--- config.mk ---
export PLATFORM = sky130hd
export DESIGN_NAME = auth_tx
export DESIGN_NICKNAME = d
export VERILOG_FILES = /design/src/rtl/auth_pkg.sv /design/src/rtl/uart_tx_core.sv /design/src/rtl/auth_tx.sv
export SDC_FILE = /design/constraint.sdc
export NUM_CORES = 1
export LEC_CHECK = 0
export CAP_MARGIN = 20
export CORE_MARGIN = 2
export CORE_UTILIZATION = 41
export DETAILED_ROUTE_END_ITERATION = 10
export DONT_BUFFER_PORTS = 1
export HOLD_SLACK_MARGIN = 0.1
export RECOVER_POWER = 25
export SETUP_SLACK_MARGIN = 0.05
export SLEW_MARGIN = 20
export SYNTH_ARGS = -nofsm -noshare
export SYNTH_HDL_FRONTEND = slang
export SYNTH_HIERARCHICAL = 1
export SYNTH_SLANG_ARGS = --single-unit
export TNS_END_PERCENT = 1
--- constraint.sdc ---
create_clock -name clk -period 3.41 [get_ports clk]
set_input_delay 0.341 -clock clk [delete_from_list [all_inputs] [get_ports clk]]
set_output_delay 0.341 -clock clk [all_outputs]
set_load 0.01 [all_outputs]
--- src/rtl/auth_pkg.sv ---
// auth_pkg: shared definitions for the rider-authentication command transmitter.
//   CMD_GO / CMD_STOP : command bytes sent on the serial link ('g' / 's').
//   BAUD_W            : width of the per-bit baud countdown.
//   tx_state_t        : frame sequencer states.
package auth_pkg;

  localparam logic [7:0] CMD_GO   = 8'h67;
  localparam logic [7:0] CMD_STOP = 8'h73;
  localparam int         BAUD_W   = 12;

  typedef enum logic [1:0] {
    IDLE  = 2'd0,
    START = 2'd1,
    DATA  = 2'd2,
    STOP  = 2'd3
  } tx_state_t;

endpackage

--- src/rtl/uart_tx_core.sv ---
// uart_tx_core: 8N1 UART frame sequencer (shift register, baud/bit counters, FSM).
//   clk      : system clock, rising edge
//   rst      : synchronous active-high reset
//   trmt     : launch request, honoured only while tx_ready is high
//   tx_data  : byte to send, captured when the START bit is entered
//   tx       : registered serial output, idle high
//   tx_done  : one-cycle pulse at the end of each stop bit
//   busy     : registered, high while a frame is in progress
//   tx_ready : high in IDLE and in the last cycle of the stop bit, i.e. the
//              cycles in which trmt starts a new frame on the next edge
module uart_tx_core
  import auth_pkg::*;
#(
  parameter int BAUD_DIV = 2604
) (
  input  logic       clk,
  input  logic       rst,
  input  logic       trmt,
  input  logic [7:0] tx_data,
  output logic       tx,
  output logic       tx_done,
  output logic       busy,
  output logic       tx_ready
);

  localparam logic [BAUD_W-1:0] BAUD_LOAD = BAUD_W'(BAUD_DIV - 1);

  tx_state_t         state_q, state_d;
  logic [BAUD_W-1:0] baud_q, baud_d;
  logic [2:0]        bit_q, bit_d;
  logic [7:0]        shift_q, shift_d;
  logic              tx_q, tx_d;
  logic              done_q, done_d;
  logic              busy_q, busy_d;
  logic              bit_end;

  // IDLE also holds baud_q at zero, so the bit boundary needs the state qualifier.
  assign bit_end  = (state_q != IDLE) && (baud_q == '0);
  assign tx_ready = (state_q == IDLE) || ((state_q == STOP) && bit_end);

  always_ff @(posedge clk) begin
    if (rst) state_q <= IDLE;
    else     state_q <= state_d;
  end

  always_comb begin
    state_d = state_q;
    unique case (state_q)
      IDLE:  if (trmt) state_d = START;
      START: if (bit_end) state_d = DATA;
      DATA:  if (bit_end && (bit_q == 3'd7)) state_d = STOP;
      STOP:  if (bit_end) state_d = trmt ? START : IDLE;
      default: state_d = IDLE;
    endcase
  end

  always_comb begin
    baud_d  = baud_q;
    bit_d   = bit_q;
    shift_d = shift_q;
    // Every bit entry reloads the countdown, including DATA->DATA bit steps.
    if ((state_d != state_q) || ((state_q == DATA) && bit_end)) begin
      baud_d = BAUD_LOAD;
    end else if (baud_q != '0) begin
      baud_d = baud_q - 1'b1;
    end
    if ((state_q == DATA) && bit_end) begin
      bit_d   = bit_q + 3'd1;
      shift_d = shift_q >> 1;
    end
    if ((state_d == START) && (state_q != START)) begin
      shift_d = tx_data;
    end
    // TX follows the next state so the line changes on the same edge as the state.
    unique case (state_d)
      START:   tx_d = 1'b0;
      DATA:    tx_d = shift_d[0];
      default: tx_d = 1'b1;
    endcase
    done_d = (state_q == STOP) && bit_end;
    busy_d = (state_d != IDLE);
  end

  always_ff @(posedge clk) begin
    if (rst) begin
      baud_q <= '0;
      bit_q  <= '0;
      tx_q   <= 1'b1;
      done_q <= 1'b0;
      busy_q <= 1'b0;
    end else begin
      baud_q <= baud_d;
      bit_q  <= bit_d;
      tx_q   <= tx_d;
      done_q <= done_d;
      busy_q <= busy_d;
    end
    shift_q <= shift_d;
  end

  assign tx      = tx_q;
  assign tx_done = done_q;
  assign busy    = busy_q;

endmodule

--- src/rtl/auth_tx.sv ---
// auth_tx: command-side UART transmitter for the rider-authentication link.
// Turns one-cycle go/stop requests into 8N1 frames carrying 'g' / 's',
// with a one-deep pending slot for requests arriving during a frame.
//   clk  : system clock, rising edge
//   rst  : synchronous active-high reset
//   go   : one-cycle request to send 0x67
//   stop : one-cycle request to send 0x73 (wins over go)
//   TX   : registered serial output, idle high
//   busy : high while a frame is on TX
//   pend : high while a request waits in the pending slot
//   done : one-cycle pulse at the end of each stop bit
module auth_tx
  import auth_pkg::*;
#(
  parameter int BAUD_DIV = 2604
) (
  input  logic clk,
  input  logic rst,
  input  logic go,
  input  logic stop,
  output logic TX,
  output logic busy,
  output logic pend,
  output logic done
);

  logic       req_v;
  logic [7:0] req_b;
  logic       slot_vld_q, slot_vld_d;
  logic [7:0] slot_byte_q, slot_byte_d;
  logic       trmt;
  logic [7:0] tx_data;
  logic       tx_ready;
  logic       core_busy;
  logic       consume;

  assign req_v = go | stop;
  assign req_b = stop ? CMD_STOP : CMD_GO;

  // A waiting slot always goes first; a fresh request launches directly only
  // from an idle line. A request in the last stop-bit cycle with an empty slot
  // is parked, since the line is still busy then.
  assign trmt    = slot_vld_q || (!core_busy && req_v);
  assign tx_data = slot_vld_q ? slot_byte_q : req_b;
  assign consume = tx_ready && slot_vld_q;

  always_comb begin
    slot_vld_d  = slot_vld_q;
    slot_byte_d = slot_byte_q;
    if (consume) begin
      slot_vld_d  = req_v;
      slot_byte_d = req_b;
    end else if (req_v && core_busy) begin
      // A parked 's' is never downgraded to 'g'.
      if (!(slot_vld_q && (slot_byte_q == CMD_STOP) && !stop)) begin
        slot_vld_d  = 1'b1;
        slot_byte_d = req_b;
      end
    end
  end

  always_ff @(posedge clk) begin
    if (rst) begin
      slot_vld_q  <= 1'b0;
      slot_byte_q <= '0;
    end else begin
      slot_vld_q  <= slot_vld_d;
      slot_byte_q <= slot_byte_d;
    end
  end

  uart_tx_core #(
    .BAUD_DIV(BAUD_DIV)
  ) u_core (
    .clk     (clk),
    .rst     (rst),
    .trmt    (trmt),
    .tx_data (tx_data),
    .tx      (TX),
    .tx_done (done),
    .busy    (core_busy),
    .tx_ready(tx_ready)
  );

  assign busy = core_busy;
  assign pend = slot_vld_q;

endmodule

# Word-level counts from Yosys, hierarchy flattened
# Index checks and enable logic that the tools add are counted.
[word_totals] elab_cells=68 reg_bits=37 input_bits=4
[op_classes] addsub=2 n_mux=19 eq_ne=10 n_bitwise=1 n_reduce_logical=25
[ops] op="two-way mux 8 bit" count=6
[ops] op="two-way mux 12 bit" count=2
[ops] op="zero test 12 bit" count=1
[ops] op="nonzero test 12 bit" count=1
[ops] op="subtractor 12 x 1 -> 12 bit, second input constant" count=1
[ops] op="logical AND 1 bit" count=10
[ops] op="nonzero test 2 bit" count=5
[ops] op="equality test 8 x 7 -> 1 bit, second input constant" count=1
[ops] op="two-way mux 2 bit" count=4
[ops] op="one-hot mux 2 bit (4 select lines)" count=1
[ops] op="equality test 2 bit, second input constant" count=3
[ops] op="two-way mux 5 bit" count=1
[ops] op="equality test 2 x 1 -> 1 bit, second input constant" count=2
[ops] op="two-way mux 1 bit" count=4
[ops] op="adder 3 x 1 -> 3 bit, second input constant" count=1
[ops] op="equality test 3 bit, second input constant" count=1
[ops] op="logical OR 1 bit" count=3
[ops] op="zero test 1 bit" count=2
[ops] op="zero test 2 bit" count=1
[ops] op="!= test 2 x 1 -> 1 bit, second input constant" count=1
[ops] op="!= test 2 bit" count=1
[ops] op="!= test 2 bit, second input constant" count=1
[ops] op="one-hot mux 1 bit (2 select lines)" count=1
[ops] op="AND reduction 2 bit" count=1
[ops] op="2 further kinds" count=2

# Logic depth before layout (Yosys ltp)
[depth] ltp_word=10 mapped_depth=10 depth_no_buf=9

# Modules after synthesis
# Netlist, hierarchy kept.
[modules_own_cells] mod="uart_tx_core" cells_per_inst=171 area_per_inst_um2=1525.2 seq_area_each_um2=630.6 instances=1
[modules_own_cells] mod="auth_tx" cells_per_inst=27 area_per_inst_um2=247.7 seq_area_each_um2=80.1 instances=1

# Worst setup path after synthesis
# Ideal clock, no wire load.
[synth_timing] kind="register to register" start="reg u_core.baud_q[5]" end="reg slot_byte_q[2]" path_slack_ns=0.981 arrival_time_ns=2.308 required_ns=3.289 path_stages_with_launch=10 n_path_buf=2 synth_period_minus_slack_ns=2.429 path_cell_list="dfxtp_1 or4_4 buf_6 nor4_2 buf_4 nand2_1 o21ai_2 and2b_1 a22oi_4 mux2_4"
[synth_via] elab_chain_len=7 elab_cells_between_ends=9 cone_classes="1 x eq/ne; 1 x mux; 7 x reduce/logical"
[synth_rtl] element="start, declared" line_no="uart_tx_core.sv:29" source="logic [BAUD_W-1:0] baud_q, baud_d;"
[synth_rtl] element="start signal, assigned" line_no="uart_tx_core.sv:92" source="baud_q <= baud_d;"
[synth_rtl] element="zero test 12 bit (*)" line_no="uart_tx_core.sv:38" source="assign bit_end = (state_q != IDLE) && (baud_q == '0);"
[synth_rtl] element="logical AND 1 bit (*)" line_no="uart_tx_core.sv:38"
[synth_rtl] element="logical AND 1 bit (*)" line_no="uart_tx_core.sv:39" source="assign tx_ready = (state_q == IDLE) || ((state_q == STOP) && bit_end);"
[synth_rtl] element="logical OR 1 bit (*)" line_no="uart_tx_core.sv:39"
[synth_rtl] element="named net tx_ready" line_no="auth_tx.sv:33" source="logic tx_ready;"
[synth_rtl] element="logical AND 1 bit (*)" line_no="auth_tx.sv:45" source="assign consume = tx_ready && slot_vld_q;"
[synth_rtl] element="!= test 2 bit (no source line) or nonzero test 2 bit (tied branches)"
[synth_rtl] element="AND reduction 2 bit (no source line)"
[synth_rtl] element="end signal, assigned" line_no="auth_tx.sv:68" source="slot_byte_q <= slot_byte_d;"
[synth_rtl] element="end, declared" line_no="auth_tx.sv:30" source="logic [7:0] slot_byte_q, slot_byte_d;"
# Mark *: on every way through the listed nets, which the timed path passes. The rest lies on a longest branch.
# A chain may end at the register's enable or synchronous reset.

# Worst setup path after layout
[layout_timing] start="reg u_core.baud_q[0]" end="reg u_core.tx_q, in the netlist u_core/tx"
[layout_via] elab_chain_len=9 elab_cells_between_ends=14 cone_classes="2 x eq/ne; 7 x mux; 5 x reduce/logical"
[layout_rtl] element="zero test 12 bit (*)" line_no="uart_tx_core.sv:38"
[layout_rtl] element="logical AND 1 bit (*)" line_no="uart_tx_core.sv:38"
[layout_rtl] element="logical AND 1 bit" line_no="uart_tx_core.sv:51" source="DATA: if (bit_end && (bit_q == 3'd7)) state_d = STOP;"
[layout_rtl] element="two-way mux 2 bit" line_no="uart_tx_core.sv:51"
[layout_rtl] element="one-hot mux 2 bit (4 select lines)" line_no="uart_tx_core.sv:48" source="unique case (state_q)"
[layout_rtl] element="equality test 2 x 1 -> 1 bit" line_no="uart_tx_core.sv:71, uart_tx_core.sv:75"
[layout_rtl] element="logical AND 1 bit" line_no="uart_tx_core.sv:71" source="if ((state_d == START) && (state_q != START)) begin"
[layout_rtl] element="two-way mux 8 bit" line_no="uart_tx_core.sv:71"
[layout_rtl] element="one-hot mux 1 bit (2 select lines) (*)" line_no="uart_tx_core.sv:75" source="unique case (state_d)"
[layout_rtl] element="end signal, assigned" line_no="uart_tx_core.sv:94" source="tx_q <= tx_d;"
[layout_rtl] element="end, declared" line_no="uart_tx_core.sv:32" source="logic tx_q, tx_d;"
# Every way passes the cells marked *; elsewhere a longest branch is shown, timed or not. The select of a mux whose other input is x is not followed.

==> results_dict.tcl <==
set metrics [dict create \
    status "finished clean" \
    ys_seq_elements 32 \
    vias_per_cell 5.62 \
    io_buffer_count 0 \
    grt_usage 0.160 \
    cp_slowest_cell "nor4_1" \
    path_max_fanout 4 \
    required_ps 3580 \
    hold_path_end "u_core/baud_q[5]" \
    crit_cells 7 \
    final_cell_mix "dfxtp_1, nand2_1, nand3_1" \
    post-cts-setup-buffer-count 0 \
    insertion_delay_ps 290 \
    path_delay_family "simple AND/OR/NAND/NOR gates" \
    critPathArrivalTime_ps 2970 \
    root_buffer "clkbuf_8" \
    timing_hold_violations_final 0 \
    grt_busiest_layer "met2" \
    reg2regPathDepth 7 \
    post-route-period-util 0.821 \
    hold_path_class "primary input to flop" \
    synth.largest_area_cell "dfxtp_1" \
    end_kind "flop" \
    core_sq_um 4090 \
    tritoncts "yes" \
    yosys_warnings 6 \
    dr.pass1.iters 6 \
    multi_input_area_sq_um 940 \
    clk_path_buf_depth 2 \
    initial_core_util 0.434 \
    grt_use_met3 0.0480 \
    clk_pin_slew_worst_paths_ps 70 \
    drc 0 \
    drt_iter0_markers 81 \
    hpwlAfterDp_um 2500 \
    cts_sinks 32 \
    met2_usage 0.268 \
    syn_to_final_growth_pct 7.34 \
    grt_overflow_total 0 \
    rsz0062_at_grt "false" \
    fin_nets 208 \
    register_area_sq_um 711 \
    hold_depth 1 \
    path_common_cell "nor4_1" \
    leakage_nw 0.792 \
    reg2reg_from "u_core/baud_q[0]" \
    grt_pass1_vias 1304 \
    relSlewSlack 0.295 \
    die-width_um 69.8 \
    ant_nets 0 \
    wl_per_cell_um 14.5 \
    drive_gt1_frac 0.114 \
    grt_pass1_wl_um 6100 \
    final.setup.tns_ps 0 \
    fin_crit_ps 2800 \
    syn_area_per_cell_sq_um 8.95 \
    synthCells 198 \
    min-delay-start "rst" \
    fmax_mhz 357 \
    r2r_end "u_core/tx" \
    synth_area_sq_um 1770 \
    wirelength_um 3650 \
    mostFrequentLayoutCell "dfxtp_1" \
    die_height_um 69.8 \
    io_pins 8 \
    yosysTopAreaCellShare 0.282 \
    rows 23 \
    cap_violations 0 \
    critPathMaxStageDelay_ps 870 \
    finalPower_mw 1.40 \
    place_ws_ps 993 \
    fin_ws_ps 612 \
    post_cts_resized 0 \
    htree_num_levels 2 \
    n_antenna_cell 0 \
    die_area_sq_um 4870 \
    num_vias 1411 \
    globalplace.congestion 0.749 \
    ys_top_cells_by_area "dfxtp_1, edfxtp_1, nand3_1" \
    use_met1 0.188 \
    peakVddDrop_uv 291 \
    synth_cell_types 50 \
    fill_cells 398 \
    power.density_nw_per_um2 737 \
    rrSetupSlack_ps 610 \
    tightest_slew_ps 1050 \
    path_class "flop to flop" \
    yosysSeqAreaShare 0.401 \
    worst-path-buf-inv 1 \
    setup_viol 0 \
    slew_viol_final 0 \
    critPathLaunchType "flop" \
    skew_ps 6.74 \
    antenna_found_initial 0 \
    cts_buffers 5 \
    grt_max_degree 23 \
    cp_cell_sequence "inv_1, ha_1, or3b_2, nor4_1, mux2_4, nor4_1, a31oi_1" \
]
-- worst max path at each step --
| stage | start | end |
|---|---|---|
| 2_1_floorplan | u_core/baud_q[5] | slot_byte_q[2] |
| 3_3_place_gp | u_core/baud_q[0] | slot_byte_q[2] |
| 3_5_place_dp | u_core/baud_q[0] | slot_byte_q[2] |
| 4_1_cts | u_core/baud_q[0] | slot_byte_q[2] |
| 5_1_grt | u_core/baud_q[1] | u_core/tx |
| 6_report | u_core/baud_q[0] | u_core/tx |
-- area by class of cell --
type	instances	share of cell area
Clock buffer	5	0.0362
Tap cell	50	0.0329
Multi-Input combinational cell	145	0.494
Clock inverter	3	0.0217
Timing Repair Buffer	4	0.0184
Sequential cell	32	0.373
Inverter	12	0.0237
-- per-layer routing --
| layer | vias up | wire length (um) | part of all wire |
|---|---|---|---|
| li1 | 697 | - | - |
| met2 | 22 | 1760 | 0.48 |
| met5 | - | 0 | 0 |
| met4 | 0 | 40 | 0.011 |
| met3 | 6 | 119 | 0.033 |
| met1 | 686 | 1730 | 0.47 |
-- power by group --
part / leakage, nW / internal, mW / switching [mW] / total, mW
sequential: 0.276 / 0.481 / 0.0825 / 0.564
clock: 0.0585 / 0.217 / 0.152 / 0.368
combinational: 0.457 / 0.206 / 0.264 / 0.471
total: 0.792 / 0.904 / 0.499 / 1.40
-- state kept, by name, indices dropped and copies added (netlist names), 2 cells and up --
register	count
u_core/state_q	2
u_core/shift_q	8
slot_byte_q	3
u_core/baud_q	12
u_core/bit_q	3
-- stage by stage --
stage               area (sq um)  utilization  hold slack (ps)  instances
finish                      1900        0.466              114        251
global route                1900        0.466              102        251
CTS                         1920        0.469              103        250
detailed placement          1800        0.440              409        241
global placement            1800        0.440              407        241
floorplan                   1780            -              410        200
-- cell families after synthesis --
logic type / count (synthesis) / synth area share
simple gates: 90 / 0.289
flops: 32 / 0.401
compound gates: 30 / 0.112
buf+inv: 23 / 0.0593
xor+xnor: 10 / 0.0494
mux: 8 / 0.0593
fa+ha+maj: 4 / 0.0282
other cells: 1 / 0.00212
-- repair_timing --
item                                    4_1_cts  5_1_grt
hold buffers                                  1        1
endpoints found under the setup margin        0        0
endpoints found under the hold margin         1        4
-- synthesized netlist by cell type, drive strengths merged --
| cell type | n |
|---|---|
| nor3 | 4 |
| and2 | 1 |
| or2b | 1 |
| conb | 1 |
| ha | 4 |
| o31a | 1 |
| nand2 | 20 |
| nor4 | 7 |
| nor2 | 16 |
| o211ai | 1 |
| mux2 | 4 |
| mux2i | 4 |
| nor4b | 1 |
| clkbuf | 7 |
| inv | 12 |
| or4bb | 1 |
| o21bai | 1 |
| or4b | 3 |
| a31oi | 4 |
| o21ai | 12 |
| o41ai | 1 |
| a22oi | 1 |
| and3 | 1 |
| nor2b | 1 |
| and2b | 1 |
| and4bb | 1 |
| or3b | 2 |
| dfxtp | 25 |
| nand3 | 20 |
| or4 | 2 |
| xnor2 | 10 |
| nand2b | 3 |
| o31ai | 1 |
| or2 | 2 |
| edfxtp | 7 |
| or3 | 3 |
| buf | 4 |
| o22a | 1 |
| a21oi | 7 |
Power figures use the tool's default switching activity.
